===== src/rtl/gc_dispatch_if.sv =====
// Fork, index request/grant and end-report signals between a parent core, N_CORE
// worker cores and the gc_dispatch global-counter dispatcher.
interface gc_dispatch_if #(
    parameter int unsigned N_CORE   = 4,
    parameter int unsigned GC_WIDTH = 32,
    parameter int unsigned GD_WIDTH = 32
);
    logic                       fork_valid;
    logic                       fork_ready;
    logic [GC_WIDTH-1:0]        fork_gc;
    logic [GD_WIDTH-1:0]        fork_gd;
    logic [GC_WIDTH-1:0]        fork_limit;
    logic [N_CORE-1:0]          req_valid;
    logic [N_CORE-1:0]          req_ready;
    logic [N_CORE-1:0]          gnt_valid;
    logic [N_CORE*GC_WIDTH-1:0] gnt_gc;
    logic [N_CORE-1:0]          gnt_exh;
    logic [N_CORE-1:0]          core_end;
    logic                       busy;
    logic                       join_done;

    modport master (
        output fork_valid, fork_gc, fork_gd, fork_limit, req_valid, core_end,
        input  fork_ready, req_ready, gnt_valid, gnt_gc, gnt_exh, busy, join_done
    );

    modport slave (
        input  fork_valid, fork_gc, fork_gd, fork_limit, req_valid, core_end,
        output fork_ready, req_ready, gnt_valid, gnt_gc, gnt_exh, busy, join_done
    );
endinterface


===== src/rtl/gc_dispatch.sv =====
// Global-counter loop dispatcher: hands unique iteration indices to N_CORE cores and
// signals loop join. Define GC_LIMIT_EN to compile in bound checking and gnt_exh.
module gc_dispatch #(
    parameter int unsigned N_CORE   = 4,
    parameter int unsigned GC_WIDTH = 32,
    parameter int unsigned GD_WIDTH = 32
) (
    input logic          clk,
    input logic          rst_n,
    gc_dispatch_if.slave bus
);
    typedef enum logic [0:0] {StIdle, StRun} state_e;

    state_e                     state_q;
    logic [GC_WIDTH-1:0]        gc_q;
    logic [GC_WIDTH-1:0]        gd_q;
    logic [N_CORE-1:0]          end_seen_q;
    logic [N_CORE-1:0]          gnt_valid_q;
    logic [N_CORE-1:0]          gnt_exh_q;
    logic [N_CORE*GC_WIDTH-1:0] gnt_gc_q;
    logic                       join_done_q;

    logic                       run;
    logic [N_CORE-1:0]          accept;
    logic                       all_ended;
    logic [GC_WIDTH-1:0]        fork_gd_ext;
    logic [N_CORE*GC_WIDTH-1:0] grant_idx;
    logic [N_CORE*GC_WIDTH-1:0] grant_gc;
    logic [N_CORE-1:0]          grant_exh;
    logic [GC_WIDTH-1:0]        gc_next;
    logic [GC_WIDTH-1:0]        gc_d;

    assign run         = (state_q == StRun);
    assign accept      = run ? bus.req_valid : '0;
    assign all_ended   = &(end_seen_q | bus.core_end);
    assign fork_gd_ext = GC_WIDTH'($signed(bus.fork_gd));

    // Prefix-sum chain: each accepted lower-index core pushes the base by one stride.
    always_comb begin
        logic [GC_WIDTH-1:0] acc;
        acc       = gc_q;
        grant_idx = '0;
        grant_gc  = '0;
        for (int i = 0; i < N_CORE; i++) begin
            grant_idx[i*GC_WIDTH +: GC_WIDTH] = acc;
            if (accept[i]) begin
                grant_gc[i*GC_WIDTH +: GC_WIDTH] = acc;
                acc = acc + gd_q;
            end
        end
        gc_next = acc;
    end

`ifdef GC_LIMIT_EN
    logic [GC_WIDTH-1:0] limit_q;
    logic                exh_q;
    logic                gd_neg;
    logic                gd_pos;
    logic [N_CORE-1:0]   oor;

    assign gd_neg = gd_q[GC_WIDTH-1];
    assign gd_pos = !gd_neg && (gd_q != '0);

    always_comb begin
        oor = '0;
        for (int i = 0; i < N_CORE; i++) begin
            oor[i] = (gd_pos && ($signed(grant_idx[i*GC_WIDTH +: GC_WIDTH]) >= $signed(limit_q)))
                  || (gd_neg && ($signed(grant_idx[i*GC_WIDTH +: GC_WIDTH]) <= $signed(limit_q)));
        end
    end

    assign grant_exh = {N_CORE{exh_q}} | oor;
    // Once exhausted the counter freezes; the exhausting cycle itself still advances it.
    assign gc_d      = exh_q ? gc_q : gc_next;
`else
    logic unused_limit;

    assign unused_limit = ^bus.fork_limit;
    assign grant_exh    = '0;
    assign gc_d         = gc_next;
`endif

    always_ff @(posedge clk or negedge rst_n) begin
        if (!rst_n) begin
            state_q     <= StIdle;
            gc_q        <= '0;
            gd_q        <= '0;
            end_seen_q  <= '0;
            gnt_valid_q <= '0;
            gnt_gc_q    <= '0;
            gnt_exh_q   <= '0;
            join_done_q <= 1'b0;
`ifdef GC_LIMIT_EN
            limit_q     <= '0;
            exh_q       <= 1'b0;
`endif
        end else begin
            gnt_valid_q <= accept;
            gnt_gc_q    <= grant_gc;
            gnt_exh_q   <= accept & grant_exh;
            join_done_q <= 1'b0;
            unique case (state_q)
                StIdle: begin
                    if (bus.fork_valid) begin
                        state_q    <= StRun;
                        gc_q       <= bus.fork_gc;
                        gd_q       <= fork_gd_ext;
                        end_seen_q <= '0;
`ifdef GC_LIMIT_EN
                        limit_q    <= bus.fork_limit;
                        exh_q      <= 1'b0;
`endif
                    end
                end
                StRun: begin
                    gc_q <= gc_d;
`ifdef GC_LIMIT_EN
                    exh_q <= exh_q | (|(accept & oor));
`endif
                    if (all_ended) begin
                        state_q     <= StIdle;
                        end_seen_q  <= '0;
                        join_done_q <= 1'b1;
                    end else begin
                        end_seen_q <= end_seen_q | bus.core_end;
                    end
                end
                default: state_q <= StIdle;
            endcase
        end
    end

    assign bus.fork_ready = !run;
    assign bus.req_ready  = {N_CORE{run}};
    assign bus.gnt_valid  = gnt_valid_q;
    assign bus.gnt_gc     = gnt_gc_q;
    assign bus.gnt_exh    = gnt_exh_q;
    assign bus.busy       = run;
    assign bus.join_done  = join_done_q;
endmodule


===== src/flat_wrapper.sv =====
// flat-port wrapper written by rule: the top's interface ports become plain ports
module gc_dispatch_flat 
#(
    parameter int unsigned N_CORE   = 4,
    parameter int unsigned GC_WIDTH = 32,
    parameter int unsigned GD_WIDTH = 32
)
  (clk, rst_n, bus_fork_valid, bus_fork_gc, bus_fork_gd, bus_fork_limit, bus_req_valid, bus_core_end, bus_fork_ready, bus_req_ready, bus_gnt_valid, bus_gnt_gc, bus_gnt_exh, bus_busy, bus_join_done);
  gc_dispatch_if #(.N_CORE(N_CORE), .GC_WIDTH(GC_WIDTH), .GD_WIDTH(GD_WIDTH)) bus_i ();
  input logic clk;
  input logic rst_n;
  input wire logic [$bits(bus_i.fork_valid)-1:0] bus_fork_valid;
  input wire logic [$bits(bus_i.fork_gc)-1:0] bus_fork_gc;
  input wire logic [$bits(bus_i.fork_gd)-1:0] bus_fork_gd;
  input wire logic [$bits(bus_i.fork_limit)-1:0] bus_fork_limit;
  input wire logic [$bits(bus_i.req_valid)-1:0] bus_req_valid;
  input wire logic [$bits(bus_i.core_end)-1:0] bus_core_end;
  output wire logic [$bits(bus_i.fork_ready)-1:0] bus_fork_ready;
  output wire logic [$bits(bus_i.req_ready)-1:0] bus_req_ready;
  output wire logic [$bits(bus_i.gnt_valid)-1:0] bus_gnt_valid;
  output wire logic [$bits(bus_i.gnt_gc)-1:0] bus_gnt_gc;
  output wire logic [$bits(bus_i.gnt_exh)-1:0] bus_gnt_exh;
  output wire logic [$bits(bus_i.busy)-1:0] bus_busy;
  output wire logic [$bits(bus_i.join_done)-1:0] bus_join_done;
  assign bus_i.fork_valid = bus_fork_valid;
  assign bus_i.fork_gc = bus_fork_gc;
  assign bus_i.fork_gd = bus_fork_gd;
  assign bus_i.fork_limit = bus_fork_limit;
  assign bus_i.req_valid = bus_req_valid;
  assign bus_i.core_end = bus_core_end;
  assign bus_fork_ready = bus_i.fork_ready;
  assign bus_req_ready = bus_i.req_ready;
  assign bus_gnt_valid = bus_i.gnt_valid;
  assign bus_gnt_gc = bus_i.gnt_gc;
  assign bus_gnt_exh = bus_i.gnt_exh;
  assign bus_busy = bus_i.busy;
  assign bus_join_done = bus_i.join_done;
  gc_dispatch #(.N_CORE(N_CORE), .GC_WIDTH(GC_WIDTH), .GD_WIDTH(GD_WIDTH)) u_core (.clk(clk), .rst_n(rst_n), .bus(bus_i));
endmodule

===== config.mk =====
export PLATFORM = sky130hd
export DESIGN_NAME = gc_dispatch_flat
export DESIGN_NICKNAME = d
export VERILOG_FILES = /design/src/rtl/gc_dispatch_if.sv /design/src/rtl/gc_dispatch.sv /design/src/flat_wrapper.sv
export SDC_FILE = /design/constraint.sdc
export NUM_CORES = 1
export LEC_CHECK = 0
export BUFFER_PORTS_ARGS = -buffer_cell sky130_fd_sc_hd__buf_2
export CAP_MARGIN = 15
export CORE_ASPECT_RATIO = 0.8
export CORE_MARGIN = 1.5
export CORE_UTILIZATION = 55
export DETAILED_ROUTE_END_ITERATION = 6
export HOLD_SLACK_MARGIN = 0.12
export PLACE_DENSITY = 0.86
export SLEW_MARGIN = 0
export SYNTH_ARGS = -nofsm -noshare
export SYNTH_HDL_FRONTEND = slang
export SYNTH_SLANG_ARGS = --single-unit

===== constraint.sdc =====
create_clock -name clk -period 10.5 [get_ports clk]
set_input_delay 1.05 -clock clk [delete_from_list [all_inputs] [get_ports clk]]
set_output_delay 1.05 -clock clk [all_outputs]
set_load 0.1 [all_outputs]

==> results.cfg <==
[status]
outcome = completed

[setup_path]
crit_buf_inv = 2
critPathKind = register to register
cp-startpoint = u_core.gd_q[0]$_DFFE_PN0P_
crit_required_ns = 10.91
max_stage_delay_ns = 0.46
worstPathArrival_ns = 10.23
r2r_cells = 41
startpoint_type = register
end_kind = register
r2r-end = u_core.gc_q[31]$_DFFE_PN0P_
r2r_slack_ns = 0.69
crit_fanout = 7
cpMaxStageDelayCell = dfrtp_1
r2r_start = u_core.gd_q[0]$_DFFE_PN0P_
cp_common_cell = a21oi_1
critical_path.top_delay_family = compound AO/OA/AOI/OAI gates

[floorplanning]
die_w_um = 189.1
boundaryPins = 250
start_util = 0.5598
dieArea_mm2 = 0.02873
num_rows = 54
core_mm2 = 0.02723
die_y_um = 151.9

[grt]
grt_pass1_wl_um = 73970
grt_pass1_vias = 13220
antenna_found_initial = 1
track_usage = 0.3291
grt_max_degree = 74
overflow = 0

[placed_design]
dpl.hpwl_um = 37030
port_buffers = 213
pre_cts_ws_ns = 1.026
gp_congestion = 0.9646

[synth]
syn-cell-area_mm2 = 0.01524
synth_edf_count = 0
synth_top_area_share = 0.3316
ys_types = 78
ys_async_sr_fraction = 1.000
synth.area.top_cells = dfrtp_1 (33%), ha_1 (11%), a21oi_1 (5.6%), xnor2_1 (3.7%), nand2_1 (3.5%)
ys_seq_area_frac = 0.3316
synth_seq_cells = 202
syn_avg_cell_area_um2 = 8.725
synth_top_cell_by_area = dfrtp_1
netlist_instances = 1747
synth_commonest_cells = dfrtp_1 (202), a21oi_1 (172), nand2_1 (142)
yosys_most_used_dff = dfrtp_1
yosys_warnings = 0
synth.most_common_cell = dfrtp_1

[timing]
fin_crit_sh = 0.9345
slew_viol_final = 0
setup_ws_ns = 0.6879
fmax_ghz = 0.1019
tightest_slew_ns = 1.074
maxSlewHeadroom = 0.2824
setup_viol = 0
hold_viol = 0
worst_clock_skew_ns = 0.02205
grt_setup_unrepaired = false
period_minus_slack_ns = 9.812
final.setup.tns_ns = 0
timing.hold.ws_ns = 0.5376

[cells_and_area]
fill_cells = 2340
fin_nets = 2167
drive_gt1_frac = 0.1699
area_growth_syn_to_layout_pct = 13.06

[clocking]
clk_path_buf_depth = 3
cts_resized = 0
cts_sinks = 202
cts-root-buf = clkbuf_16
tritoncts = yes
cts_hold_buf = 0
htree_num_levels = 1
postCtsSetupBuffers = 0
insertion_delay_ns = 0.53
numCtsBuffers = 21
cts.clk_slew.worst_paths_ns = 0.06

[drt]
drt_iter0_drc = 1602
wl_per_cell_um = 20.90
via_count = 14270
vias_per_cell = 6.200
firstDrtPassIters = 6
drtAntennaViolNets = 0
routed_wl_um = 48090
drc_errors = 0

[hold_path]
min_path_type = primary input to async pin

[run]
cap_viol_max_count = 0
[layout make-up]
type / instances / area (um^2) / share of cell area
multi-input cells: 1378 / 9539 / 0.5535
flip-flops and latches: 202 / 5056 / 0.2934
repair buffers: 230 / 1202 / 0.06977
clock buffers: 26 / 564.3 / 0.03275
well taps: 364 / 455.4 / 0.02643
inverters: 90 / 337.8 / 0.01960
clock inverters: 10 / 75.07 / 0.004356
diodes: 1 / 2.502 / 0.0001452
[logic make-up after synthesis]
kind of cell,after synthesis,synth area share
compound gates,545,0.2289
simple gates,503,0.1609
flops,202,0.3316
buf+inv,170,0.04392
fa+ha+maj,137,0.1144
xor+xnor,95,0.05459
mux,94,0.06542
other cells,1,0.0002460
[worst reg2reg max path: cells and delay by family (launching register included)]
kind,cells,cell delay [ns]
flops,1,0.46
mux,2,0.58
xor+xnor,3,0.50
fa+ha+maj,5,1.79
compound gates,25,5.63
buf+inv,2,0.18
simple gates,4,0.56
[worst max-delay path by stage]
stage | to | slack [ns] | cells past startpoint
final | u_core.gc_q[31]$_DFFE_PN0P_ | 0.69 | 41
after global routing | u_core.gc_q[31]$_DFFE_PN0P_ | 0.1 | 41
after CTS | u_core.gc_q[31]$_DFFE_PN0P_ | 0.97 | 41
after detailed placement | u_core.gc_q[31]$_DFFE_PN0P_ | 1.03 | 41
after global placement | u_core.gc_q[31]$_DFFE_PN0P_ | 1.22 | 42
after floorplan | u_core.gc_q[31]$_DFFE_PN0P_ | 1.95 | 38
[metrics by stage]
| step | area (um^2) | utilization | std cells |
|---|---|---|---|
| 4_1_cts | 17230 | 0.6328 | 2300 |
| 3_3_place_gp | 16590 | 0.6093 | 2264 |
| 3_5_place_dp | 16590 | 0.6093 | 2264 |
| 6_report | 17230 | 0.6329 | 2301 |
| 5_1_grt | 17230 | 0.6329 | 2301 |
| 2_1_floorplan | 15250 | - | 1750 |
[sequential cells by signal, indices dropped and copies added (netlist names)]
signal,flops
u_core.bus.gnt_valid,4
u_core.bus.join_done,1
u_core.bus.busy,1
u_core.end_seen_q,4
u_core.gd_q,32
u_core.gc_q,32
u_core.bus.gnt_gc,128
[layout by cell type, fill, tap and decap left out, types with 16 or more instances in the layout]
cell type,synthesis,final
nand4_1,16,16
inv_1,88,88
a21oi_1,172,172
nor2_1,137,137
a31oi_1,19,19
buf_4,8,17
clkbuf_16,0,21
and3_1,46,46
nand3_1,28,28
buf_2,1,212
o21a_1,19,19
xnor2_1,64,64
a21o_1,50,50
xor2_1,31,31
dfrtp_1,202,201
and2_1,43,43
ha_1,133,133
o211ai_1,25,25
nand2_1,142,141
a211oi_1,31,31
nor2b_1,19,18
nor3_1,21,21
o21ai_0,106,106
mux2_2,45,45
mux2i_1,49,49
[routing by layer]
layer	GRT usage	vias to the layer above	share of wire
met4	0.08277	0	0.024
met3	0.07022	63	0.13
met2	0.4363	872	0.38
met5	0	-	0
li1	-	6646	-
met1	0.5318	6685	0.46
Power is left out: the tool's default activity adds up to more than one toggle a clock period on the data nets, which glitch-free logic cannot reach.
